### src/rtl/joy_db15_tx.sv
// DB15 joystick adapter emulation: two-player 165-style shift chain driven by the receiver's JOY_LOAD/JOY_CLK.
// Optional build macro JOY_DB15_WDOG_EN adds a no-LOAD watchdog that returns the chain to idle.
module joy_db15_tx #(
   parameter int NBITS       = 16,
   parameter int SYNC_STAGES = 2
`ifdef JOY_DB15_WDOG_EN
   , parameter logic [23:0] WDOG_CYCLES = 24'd4800000
`endif
) (
   input  logic        clk,
   input  logic        reset,
   input  logic [15:0] joystick1,
   input  logic [15:0] joystick2,
   input  logic        joy_clk,
   input  logic        joy_load,
   output logic        joy_data,
   output logic        busy,
   output logic        frame_done,
   output logic [5:0]  bit_cnt
);

   localparam logic [5:0] FRAME_BITS = 6'(2 * NBITS);

   typedef enum logic [1:0] {S_IDLE, S_LOAD, S_SHIFT, S_DONE} state_t;

   state_t                 r_state;
   logic [SYNC_STAGES-1:0] r_clk_sync, r_load_sync;
   logic                   r_clk_d, r_load_d;
   logic [31:0]            r_shreg;
   logic [5:0]             r_bit_cnt;
   logic                   r_busy, r_frame_done;

   logic        w_clk_s, w_load_s, w_clk_rise, w_load_fall, w_shift_en, w_wdog_fire;
   logic [31:0] w_img;

   assign w_clk_s     = r_clk_sync[SYNC_STAGES-1];
   assign w_load_s    = r_load_sync[SYNC_STAGES-1];
   assign w_clk_rise  = w_clk_s & ~r_clk_d;
   assign w_load_fall = ~w_load_s & r_load_d;
   // A clock edge only counts while load is released
   assign w_shift_en  = w_clk_rise & w_load_s;

   // Left-justified inverted image, unused tail bits read as released buttons
   always_comb begin
      w_img = '1;
      for (int i = 0; i < NBITS; i++) begin
         w_img[31-i]       = ~joystick1[NBITS-1-i];
         w_img[31-NBITS-i] = ~joystick2[NBITS-1-i];
      end
   end

   always_ff @(posedge clk or posedge reset) begin
      if (reset) begin
         r_clk_sync  <= '1;
         r_load_sync <= '1;
         r_clk_d     <= 1'b1;
         r_load_d    <= 1'b1;
      end else begin
         r_clk_sync  <= {r_clk_sync[SYNC_STAGES-2:0], joy_clk};
         r_load_sync <= {r_load_sync[SYNC_STAGES-2:0], joy_load};
         r_clk_d     <= w_clk_s;
         r_load_d    <= w_load_s;
      end
   end

`ifdef JOY_DB15_WDOG_EN
   logic [23:0] r_wdog;

   always_ff @(posedge clk or posedge reset) begin
      if (reset)
         r_wdog <= '0;
      else if (w_load_fall)
         r_wdog <= '0;
      else if (r_wdog != '1)
         r_wdog <= r_wdog + 24'd1;
   end

   assign w_wdog_fire = (r_wdog >= WDOG_CYCLES);
`else
   assign w_wdog_fire = 1'b0;
`endif

   always_ff @(posedge clk or posedge reset) begin
      if (reset) begin
         r_state      <= S_IDLE;
         r_shreg      <= '1;
         r_bit_cnt    <= '0;
         r_busy       <= 1'b0;
         r_frame_done <= 1'b0;
      end else begin
         r_frame_done <= 1'b0;
         // Load beats everything, including a coincident clock edge
         if (w_load_fall) begin
            r_state   <= S_LOAD;
            r_shreg   <= w_img;
            r_bit_cnt <= '0;
            r_busy    <= 1'b1;
         end else if (w_wdog_fire) begin
            r_state   <= S_IDLE;
            r_shreg   <= '1;
            r_bit_cnt <= '0;
            r_busy    <= 1'b0;
         end else begin
            case (r_state)
               S_IDLE: ;
               S_LOAD: begin
                  if (!w_load_s)
                     r_shreg <= w_img;
                  else
                     r_state <= S_SHIFT;
               end
               S_SHIFT: begin
                  if (w_shift_en) begin
                     r_shreg   <= {r_shreg[30:0], 1'b1};
                     r_bit_cnt <= r_bit_cnt + 6'd1;
                     if (r_bit_cnt == FRAME_BITS - 6'd1) begin
                        r_state      <= S_DONE;
                        r_busy       <= 1'b0;
                        r_frame_done <= 1'b1;
                     end
                  end
               end
               S_DONE: begin
                  if (w_shift_en)
                     r_shreg <= {r_shreg[30:0], 1'b1};
               end
               default: r_state <= S_IDLE;
            endcase
         end
      end
   end

   assign joy_data   = r_shreg[31];
   assign busy       = r_busy;
   assign frame_done = r_frame_done;
   assign bit_cnt    = r_bit_cnt;

endmodule

### config.mk
export PLATFORM = sky130hd
export DESIGN_NAME = joy_db15_tx
export DESIGN_NICKNAME = d
export VERILOG_FILES = /design/src/rtl/joy_db15_tx.sv
export SDC_FILE = /design/constraint.sdc
export NUM_CORES = 1
export LEC_CHECK = 0
export BUFFER_PORTS_ARGS = -buffer_cell sky130_fd_sc_hd__buf_2
export CAP_MARGIN = 20
export CORE_AREA = 2 2 70 72
export CTS_BUF_LIST = sky130_fd_sc_hd__clkbuf_4
export CTS_CLUSTER_DIAMETER = 150
export DETAILED_ROUTE_END_ITERATION = 8
export DIE_AREA = 0 0 72 74
export PLACE_DENSITY_LB_ADDON = 0.08
export SYNTH_ARGS = -nofsm -noshare
export SYNTH_HDL_FRONTEND = slang
export SYNTH_SLANG_ARGS = --single-unit
export TNS_END_PERCENT = 1
### constraint.sdc
create_clock -name clk -period 1.49 [get_ports clk]
set_clock_uncertainty 0.15 [all_clocks]
set_input_delay 0.0745 -clock clk [delete_from_list [all_inputs] [get_ports clk]]
set_output_delay 0.0745 -clock clk [all_outputs]
set_load 0.05 [all_outputs]
==> results of run 1 <==
cell type report:
| type | instances | share of cell area (%) |
|---|---|---|
| clock inverters | 2 | 1.031 |
| inverters | 4 | 0.4418 |
| repair buffers | 103 | 24.19 |
| well taps | 54 | 1.988 |
| flip-flops and latches | 48 | 36.78 |
| clock buffers | 6 | 1.325 |
| multi-input cells | 132 | 34.24 |
cell families (layout without fill, tap and decap cells):
logic type / after synthesis / after routing / synth area share [%]
simple gates: 56 / 56 / 13.57
flops: 48 / 48 / 54.63
compound gates: 38 / 38 / 8.484
mux: 32 / 32 / 15.76
buf+inv: 18 / 115 / 5.089
xor+xnor: 5 / 5 / 1.916
fa+ha+maj: 1 / 1 / 0.5473
metal layers:
metal  global-route usage, %  up-vias  part of all wire, %
met5                       0        -                    0
met4                   5.451        0                 0.89
met3                   4.607        5                  2.8
met2                   38.58       29                   54
met1                   24.54      888                   42
li1                        -      893                    -
through the flow:
| stage | hold WS [ns] | instances | util [%] | cell area (um^2) | setup WS [ns] |
|---|---|---|---|---|---|
| 2_1_floorplan | -0.07102 | 198 | - | 2293 | -0.1458 |
| 3_3_place_gp | -0.02071 | 299 | 57.31 | 2635 | -0.1456 |
| 3_5_place_dp | -0.01413 | 299 | 57.31 | 2635 | -0.1922 |
| 4_1_cts | 0.1176 | 351 | 71.40 | 3283 | -0.1555 |
| 5_1_grt | 0.1487 | 349 | 73.90 | 3398 | -0.1745 |
| 6_report | 0.1276 | 349 | 73.90 | 3398 | -0.1330 |
worst reg2reg max path, stage by stage (launching register included):
cell and delay, ns:
dfstp_2 0.59, buf_6 0.13, nand2b_4 0.12, nand2_2 0.10, buf_12 0.17, a21oi_1 0.17
mux2_2 0.17
sequential cells by signal, summed over array words and instances (netlist names):
name and count:
busy 1, frame_done 1, bit_cnt 6, r_clk_sync 2, r_state 2, r_load_sync 2, r_shreg 32, r_load_d 1
r_clk_d 1
synthesized netlist by cell type (all sizes together), types with 3 or more instances:
cell type  count
a21oi         34
buf           10
clkbuf         4
dfrtp         10
dfstp         38
inv            4
mux2          32
nand2          6
nor2           6
nor3          33
nor4           3
o21ai          4
xnor2          5
worst max-delay path by stage:
stage	cells after the start	slack, ns	start	endpoint
after floorplan	4	-0.15	r_load_sync[1]	r_shreg[3]
after global placement	4	-0.15	r_load_sync[1]	r_shreg[20]
after detailed placement	4	-0.19	r_load_sync[1]	r_shreg[16]
after CTS	5	-0.16	r_load_sync[1]	bit_cnt[5]
after global routing	6	-0.17	r_load_sync[1]	r_shreg[26]
final	6	-0.13	r_load_sync[1]	r_shreg[26]
power by group through the flow:
stage                     combinational (uW)  sequential (uW)  clock [uW]
after floorplan                          750             2150           0
after global placement                   968             2130           0
after detailed placement                1020             2160           0
after CTS                               1270             2140         804
after global routing                    1470             2250         849
final                                   1340             2190         776
what timing repair did:
action / 4_1_cts / 5_1_grt
setup endpoints to repair: 40 / 41
cloned: 1 / 0
buffers inserted: 8 / 1
hold buffers: 35 / 0
gates resized for setup: 32 / 36
pin swaps: 3 / 3
endpoints found under the hold margin: 82 / 0
==> summary.md, run 1 <==
Worst setup path
• **critical path data required time** 1.66 ns
• **cell with the largest stage delay on the worst path** dfstp_2
• **family of cells with the greatest summed delay on the critical path** flip-flops
• **r2r worst-path depth** 6
• **internal reg-to-reg setup slack** -0.13 ns
• **Buf/Inv on CP** 2
• **category of the most critical setup path** reg -> reg
• **CP max stage delay** 0.59 ns
• **crit start category** flip-flop
• **Crit path arrival time** 1.79 ns
• **list of cells traversed by the critical path** buf_6 > nand2b_4 > nand2_2 > buf_12 > a21oi_1 > mux2_2
• **Critical R2R Capture** r_shreg[26]
• **crit path max fanout** 17
• **kind of end point of the critical path** flip-flop
• **Reg-to-Reg Start** r_load_sync[1]

Cells and area
• **count of fill cells added during filler insertion** 327
• **final-stage net count** 331
• **area occupied by multi-input gates** 0.001164 mm^2
• **synthesis-to-layout area growth** 48.66%
• **diode count** 0
• **area of all sequential standard cells** 0.001250 mm^2
• **most common cell after layout, fill and taps aside** buf_2
• **fraction of final layout cells sized beyond drive strength 1** 64.07%
• **commonest non-fill, non-tap cells in the layout** buf_2, dfstp_2, dlygate4sd3_1

CTS
• **clock latency on the worst-skew pair** 0.37 ns
• **total number of H-tree levels** 2
• **buffer levels on the longest clock path** 2
• **number of buffers added by the clock tree synthesis step** 5
• **clock root buffer** clkbuf_4
• **sink count of the clock tree** 48
• **TritonCTS clock tree** built
• **Clk pin slew, worst setup/hold paths** 0.15 ns

Yosys
• **Post-Synthesis Net Count** 235
• **register bit count reported by yosys** 48
• **netlist area before placement** 0.002286 mm^2
• **top-area cell type share of the netlist area** 43.68%
• **Post-synth EDFFs** 0
• **top cells by area, synth** dfstp_2, mux2_2, dfrtp_1, a21oi_1, nor3_1
• **Netlist cell types** 26
• **sequential element share of the synthesized area** 54.63%
• **Post-Synthesis Mean Instance Area** 11.55 um^2
• **Cells after Synth** 198
• **share of flip-flops with an asynchronous set or reset** 100.0%
• **top cell type by total area after synthesis** dfstp_2
• **warnings from Yosys** 0
• **most frequently used flop master after synthesis** dfstp_2

Pwr
• **part of the total power dissipated in sequential elements** 50.9%
• **peak supply drop** 641.2 uV
• **power share of the combinational group** 31.1%
• **power spent charging and discharging nets** 1240 uW
• **Leak Pwr** 0.001421 uW
• **share of total power in the clock network** 18.0%
• **internal cell power** 3072 uW
• **Total Power** 4312 uW
• **proportion of total power due to net switching** 28.77%
• **PwrDens** 1269 mW/mm^2

Min path
• **Hold Crit Class** in -> async

STA
• **post-route fraction of the period consumed by the critical path** 108.9%
• **post-route minimum period** 1.623 ns
• **highest clock rate** 616.1 MHz
• **Max-slew headroom** 70.15%
• **setup TNS** -3.399 ns
• **Final setup violation count** 38
• **Slew Limit Fails** 0
• **Final Hold Vio Count** 0
• **Worst Slack Setup Final** -0.1330 ns
• **Tightest Pin Transition** 0.4477 ns
• **setup repair after global routing missed its margin** true

Flow run
• **Max-cap violations** 0

Die
• **starting utilization of the core area** 49.71%
• **standard cell core area** 0.004598 mm^2
• **I/O pin total** 45
• **vertical die dimension** 74 um
• **Row Count** 25
• **horizontal die dimension** 72 um
• **die area** 0.005328 mm^2

Route
• **total number of vias** 1,815
• **DRT antenna net count** 0
• **DRC violation total after the first TritonRoute iteration** 59
• **mean number of vias per cell** 5.201
• **per-cell routed wire length** 15.16 um
• **first-pass iteration count of the detailed router** 4
• **remaining routing DRC violations** 0
• **wirelength, routed** 5291 um

Placement
• **Final Wtd Congestion** 0.7478
• **placed wire-length estimate after detailed placement** 3060 um
• **count of input and output buffers** 44

Global route
• **GRT Util Overall** 20.80%
• **antenna violations before repair** 0
• **pin count of the biggest net entering global routing** 49
• **number of global-route vias before repair** 1,929
• **remaining global-route overflow** 0
• **first-pass GRT wire length** 8569 um

Status
• **outcome** finished, violations left
• **violations in the final reports** negative setup slack

(Power assumes the default switching activity.)
==> run 2: changes to the inputs <==
==> constraint.sdc (replaced) <==
create_clock -name clk -period 1.49 [get_ports clk]
set_clock_uncertainty 0.15 [all_clocks]
set_input_delay 0.149 -clock clk [delete_from_list [all_inputs] [get_ports clk]]
set_output_delay 0.149 -clock clk [all_outputs]
set_load 0.05 [all_outputs]
==> summary.md, run 2 (synthesized netlist as in run 1, its figures left out) <==
Cells and area
• **diode count** 0, unchanged
• **count of fill cells added during filler insertion** 341, +4.3%
• **fraction of final layout cells sized beyond drive strength 1** 64.93%, +0.86 points
• **number of flip-flops under the largest register name** 32, unchanged
• **area occupied by multi-input gates** 0.001161 mm^2, -0.22%
• **most common cell after layout, fill and taps aside** buf_2
• **commonest non-fill, non-tap cells in the layout** buf_2, dfstp_2, a21oi_1, dlygate4sd3_1, nor3_2
• **synthesis-to-layout area growth** 44.72%
• **register name with the most flops** r_shreg
• **area of all sequential standard cells** 0.001251 mm^2, +0.10%
• **final-stage net count** 324, -2.1%
• **final std cell area, no fill** 0.003308 mm^2, -2.7%

Global route
• **remaining global-route overflow** 0, unchanged
• **number of global-route vias before repair** 1,851, -4.0%
• **pin count of the biggest net entering global routing** 49, unchanged
• **antenna violations before repair** 0, unchanged
• **GRT Util Overall** 20.07%, -0.73 points
• **first-pass GRT wire length** 8286 um, -3.3%

Die
• **die area** 0.005328 mm^2, unchanged
• **starting utilization of the core area** 49.71%, unchanged
• **standard cell core area** 0.004598 mm^2, unchanged
• **I/O pin total** 45, unchanged
• **horizontal die dimension** 72 um, unchanged
• **vertical die dimension** 74 um, unchanged
• **Row Count** 25, unchanged

Worst setup path
• **Critical R2R Capture** r_shreg[16]
• **family of cells with the greatest summed delay on the critical path** flip-flops
• **cell with the largest stage delay on the worst path** dfstp_2
• **category of the most critical setup path** reg -> reg
• **Buf/Inv on CP** 2, unchanged
• **stages on the worst setup path** 6, unchanged
• **worst setup path startpoint** r_load_sync[1]
• **crit path max fanout** 14, -3
• **crit start category** flip-flop
• **critical path data required time** 1.63 ns, -0.03 ns
• **capturing element of the worst setup path** r_shreg[16]
• **Crit path arrival time** 1.76 ns, -0.03 ns
• **kind of end point of the critical path** flip-flop
• **internal reg-to-reg setup slack** -0.12 ns, about the same
• **r2r worst-path depth** 6, unchanged
• **CP max stage delay** 0.59 ns, about the same
• **list of cells traversed by the critical path** buf_4 > nor2b_2 > buf_6 > nor3_1 > a21oi_1 > mux2_2
• **Reg-to-Reg Start** r_load_sync[1]

Route
• **per-cell routed wire length** 14.92 um, -1.6%
• **total number of vias** 1,801, -0.77%
• **first-pass iteration count of the detailed router** 5, +1
• **remaining routing DRC violations** 0, unchanged
• **DRC violation total after the first TritonRoute iteration** 80, +36%
• **DRT antenna net count** 0, unchanged
• **wirelength, routed** 5103 um, -3.6%
• **mean number of vias per cell** 5.266, +1.3%

Pwr
• **Leak Pwr** 0.001395 uW, -1.8%
• **PwrDens** 1285 mW/mm^2, +1.3%
• **peak supply drop** 641.7 uV, about the same
• **Total Power** 4252 uW, -1.4%

Placement
• **area post-placement** 0.002635 mm^2, unchanged
• **placed wire-length estimate after detailed placement** 3060 um, unchanged
• **count of input and output buffers** 44, unchanged
• **Final Wtd Congestion** 0.7478, unchanged

CTS
• **Clk pin slew, worst setup/hold paths** 0.13 ns, -0.02 ns
• **sink count of the clock tree** 48, unchanged
• **total number of H-tree levels** 2, unchanged
• **clock root buffer** clkbuf_4
• **buffer levels on the longest clock path** 2, unchanged
• **clock latency on the worst-skew pair** 0.36 ns, about the same
• **TritonCTS clock tree** built
• **number of buffers added by the clock tree synthesis step** 5, unchanged

STA
• **Tightest Pin Transition** 0.4419 ns, -0.005826 ns
• **post-route minimum period** 1.614 ns, -0.008659 ns
• **Worst Slack Setup Final** -0.1244 ns, +0.008659 ns
• **post-route fraction of the period consumed by the critical path** 108.3%, -0.58 points
• **final-layout worst hold slack** 0.02120 ns, -0.1064 ns
• **setup TNS** -3.479 ns, -0.07949 ns
• **setup repair after global routing missed its margin** true
• **Slew Limit Fails** 0, unchanged
• **Max-slew headroom** 70.54%, +0.39 points
• **Final setup violation count** 36, -5.3%
• **highest clock rate** 619.4 MHz, +0.54%
• **Final Hold Vio Count** 0, unchanged

Min path
• **Hold Crit Class** in -> reg

Flow run
• **Max-cap violations** 0, unchanged

Status
• **violations in the final reports** negative setup slack
• **outcome** finished, violations left

-- run 2: cell count changes in the layout (fill, tap and decap cells not counted), sizes merged --
cell	previous run	this run
dlygate4sd3	35	28
buf	68	67
clkbuf	6	7
-- run 2: layout make-up --
class,instances,share of cell area (%)
Clock inverter,2,1.059
Timing Repair Buffer,96,22.16
Sequential cell,48,37.82
Multi-Input combinational cell,132,35.10
Clock buffer,6,1.362
Tap cell,54,2.042
Inverter,4,0.4539
-- run 2: how the worst min path moves through the flow --
stage | from | to | slack [ns] | cells past startpoint
3_5_place_dp | reset | bit_cnt[1] | 0.06 | 3
2_1_floorplan | joy_clk | r_clk_sync[0] | 0.003 | 0
5_1_grt | joystick2[11] | r_shreg[11] | 0.0003 | 3
4_1_cts | joystick2[3] | r_shreg[3] | 0.0003 | 3
6_report | joystick2[11] | r_shreg[11] | 0.02 | 3
3_3_place_gp | reset | r_state[0] | 0.05 | 3
-- run 2: timing repair --
action                     in CTS  in global routing
hold endpoints to repair       73                  2
setup buffers                   8                  1
setup endpoints to repair      40                 43
pin swaps                       3                  4
cloned                          1                  0
resized for setup              32                 31
hold buffers                   26                  2
-- run 2: metal layers --
layer	global-route usage, %	share of wire [%]
met5	0	0
met1	23.65	42
met2	37.35	54
met4	5.031	0.92
met3	4.472	3.1
-- run 2: power breakdown --
group	switching, uW	internal [uW]
clock network	399	371
registers	251	1940
logic	564	729
total	1210	3040
-- run 2: per-stage QoR --
step | setup WS (ns) | cells | util (%)
5_1_grt | -0.1777 | 342 | 71.95
3_3_place_gp | -0.1456 | 299 | 57.31
6_report | -0.1244 | 342 | 71.95
2_1_floorplan | -0.1458 | 198 | -
3_5_place_dp | -0.1922 | 299 | 57.31
4_1_cts | -0.1555 | 342 | 69.44
-- run 2: tightest hold or removal path, cell delays in order --
cell	delay, ns
buf_2	0.11
a21oi_2	0.10
mux2_4	0.14
==> run 3: changes to the inputs <==
==> constraint.sdc (replaced) <==
create_clock -name clk -period 1.49 [get_ports clk]
set_clock_uncertainty 0.15 [all_clocks]
set_input_delay 0.298 -clock clk [delete_from_list [all_inputs] [get_ports clk]]
set_output_delay 0.298 -clock clk [all_outputs]
set_load 0.05 [all_outputs]
==> summary.md, run 3 (synthesized netlist as in run 1, its figures left out) <==
Cells and area
• **register name with the most flops** r_shreg
• **fraction of final layout cells sized beyond drive strength 1** 72.24%, +7.3 points
• **number of flip-flops under the largest register name** 32, unchanged
• **count of placed standard cells in the final layout, fillers left out** 317, -7.3%
• **final-stage net count** 299, -7.7%
• **most common cell after layout, fill and taps aside** dfstp_2
• **diode count** 0, unchanged
• **commonest non-fill, non-tap cells in the layout** dfstp_2, buf_2, nor3_2, a21oi_1, mux2_2
• **synthesis-to-layout area growth** 36.34%
• **fin util** 67.78%, -4.2 points

Die
• **I/O pin total** 45, unchanged
• **starting utilization of the core area** 49.71%, unchanged
• **horizontal die dimension** 72 um, unchanged
• **vertical die dimension** 74 um, unchanged
• **standard cell core area** 0.004598 mm^2, unchanged
• **Row Count** 25, unchanged
• **die area** 0.005328 mm^2, unchanged

Worst setup path
• **category of the most critical setup path** reg -> reg
• **crit path max fanout** 17, +3
• **critical path data required time** 1.66 ns, +0.03 ns
• **Reg-to-Reg Start** r_load_sync[1]
• **r2r worst-path depth** 6, unchanged
• **Critical R2R Capture** r_shreg[26]
• **kind of end point of the critical path** flip-flop
• **Crit path arrival time** 1.79 ns, +0.03 ns
• **internal reg-to-reg setup slack** -0.13 ns, about the same
• **crit start category** flip-flop

STA
• **Final Hold Vio Count** 0, unchanged
• **Slew Limit Fails** 0, unchanged
• **Worst Slack Setup Final** -0.1324 ns, -0.008040 ns
• **post-route minimum period** 1.622 ns, +0.008040 ns
• **Max-slew headroom** 70.10%, -0.44 points
• **highest clock rate** 616.4 MHz, -0.50%
• **setup TNS** -3.480 ns, -0.001970 ns
• **Final setup violation count** 39, +8.3%
• **post-route fraction of the period consumed by the critical path** 108.9%, +0.54 points
• **setup repair after global routing missed its margin** true
• **Tightest Pin Transition** 0.4486 ns, +0.006654 ns

Pwr
• **Leak Pwr** 0.001297 uW, -7.0%
• **power share of the combinational group** 30.6%, +0.2 points
• **part of the total power dissipated in sequential elements** 51.3%, -0.2 points
• **share of total power in the clock network** 18.1%, about the same
• **peak supply drop** 640.0 uV, -0.27%
• **PwrDens** 1375 mW/mm^2, +7.0%
• **internal cell power** 3050 uW, +0.39%
• **power spent charging and discharging nets** 1235 uW, +1.8%
• **proportion of total power due to net switching** 28.82%, +0.28 points

CTS
• **buffer levels on the longest clock path** 2, unchanged
• **TritonCTS clock tree** built
• **clock root buffer** clkbuf_4
• **number of buffers added by the clock tree synthesis step** 5, unchanged
• **sink count of the clock tree** 48, unchanged
• **clock latency on the worst-skew pair** 0.37 ns, about the same
• **Clk pin slew, worst setup/hold paths** 0.14 ns, about the same
• **total number of H-tree levels** 2, unchanged

Min path
• **Hold Crit Class** in -> reg
• **hold path startpoint** joystick2[0]
• **worst hold endpoint** r_shreg[0]
• **hold depth** 3, unchanged

Route
• **wirelength, routed** 4898 um, -4.0%
• **DRC violation total after the first TritonRoute iteration** 89, +11%
• **first-pass iteration count of the detailed router** 4, -1
• **per-cell routed wire length** 15.45 um, +3.6%
• **mean number of vias per cell** 5.429, +3.1%
• **remaining routing DRC violations** 0, unchanged
• **total number of vias** 1,721, -4.4%
• **DRT antenna net count** 0, unchanged

Placement
• **count of input and output buffers** 44, unchanged
• **Final Wtd Congestion** 0.7478, unchanged
• **number of instances in the placed design** 299, unchanged
• **placed wire-length estimate after detailed placement** 3060 um, unchanged
• **Place WS** -0.1922 ns, unchanged

Global route
• **GRT Util Overall** 19.49%, -0.58 points
• **pin count of the biggest net entering global routing** 49, unchanged
• **number of global-route vias before repair** 1,785, -3.6%
• **antenna violations before repair** 0, unchanged
• **remaining global-route overflow** 0, unchanged
• **first-pass GRT wire length** 8052 um, -2.8%

Status
• **violations in the final reports** negative setup slack
• **outcome** finished, violations left

Flow run
• **Max-cap violations** 0, unchanged

-- run 3: cell types whose count changed in the layout (fill, tap and decap cells not counted), moves of 2 or more --
cell           before  now
buf_2              43   36
dlygate4sd3_1      28    3
a21oi_2             6   11
buf_12              1    3
buf_4              13   16
a21oi_1            28   23
-- run 3: area by class of cell --
cell class	count	area [um^2]
fill	352	1481
sequential	48	1250
multi-input combinational	132	1171
clock inverter	2	35.03
inverter	4	15.01
timing repair buffer	71	533.0
tap	54	67.56
clock buffer	6	45.04
-- run 3: critical path: stages, from the launching register on --
cell      delay [ns]
dfstp_2         0.59
buf_6           0.13
nand2b_4        0.12
nand2_2         0.10
buf_12          0.17
a21oi_1         0.16
mux2_2          0.17
-- run 3: power groups by stage --
stage               sequential, uW  combinational (uW)  clock [uW]
CTS                           2150                1230         804
global route                  2250                1430         852
global placement              2130                 968           0
floorplan                     2150                 750           0
detailed placement            2160                1020           0
finish                        2200                1310         777
-- run 3: worst max path at each step --
stage,from,end,slack [ns]
floorplan,r_load_sync[1],r_shreg[3],-0.15
global placement,r_load_sync[1],r_shreg[20],-0.15
finish,r_load_sync[1],r_shreg[26],-0.13
CTS,r_load_sync[1],bit_cnt[5],-0.16
detailed placement,r_load_sync[1],r_shreg[16],-0.19
global route,r_load_d,r_shreg[10],-0.17
-- run 3: timing repair --
action | 4_1_cts | 5_1_grt
setup buffers | 8 | 1
gates cloned | 1 | 0
endpoints found under the setup margin | 46 | 47
pin swaps | 3 | 3
gates resized for setup | 41 | 40
hold endpoints to repair | 12 | 0
hold buffers | 3 | 0
-- run 3: metal layers --
| layer | vias up | part of all wire [%] | GRT usage (%) |
|---|---|---|---|
| met5 | - | 0 | 0 |
| met4 | 0 | 0.96 | 5.031 |
| met3 | 5 | 3.2 | 4.472 |
| met2 | 29 | 53 | 35.29 |
| met1 | 857 | 43 | 23.65 |
| li1 | 830 | - | - |
-- run 3: stage by stage --
| stage | hold WS, ns | total power (uW) | instance area, um^2 |
|---|---|---|---|
| final | 0.08124 | 4285 | 3117 |
| after global routing | 0.08093 | 4536 | 3117 |
| after CTS | 0.06403 | 4181 | 2989 |
| after detailed placement | 0.1981 | 3180 | 2635 |
| after global placement | 0.1975 | 3098 | 2635 |
| after floorplan | 0.1525 | 2898 | 2293 |
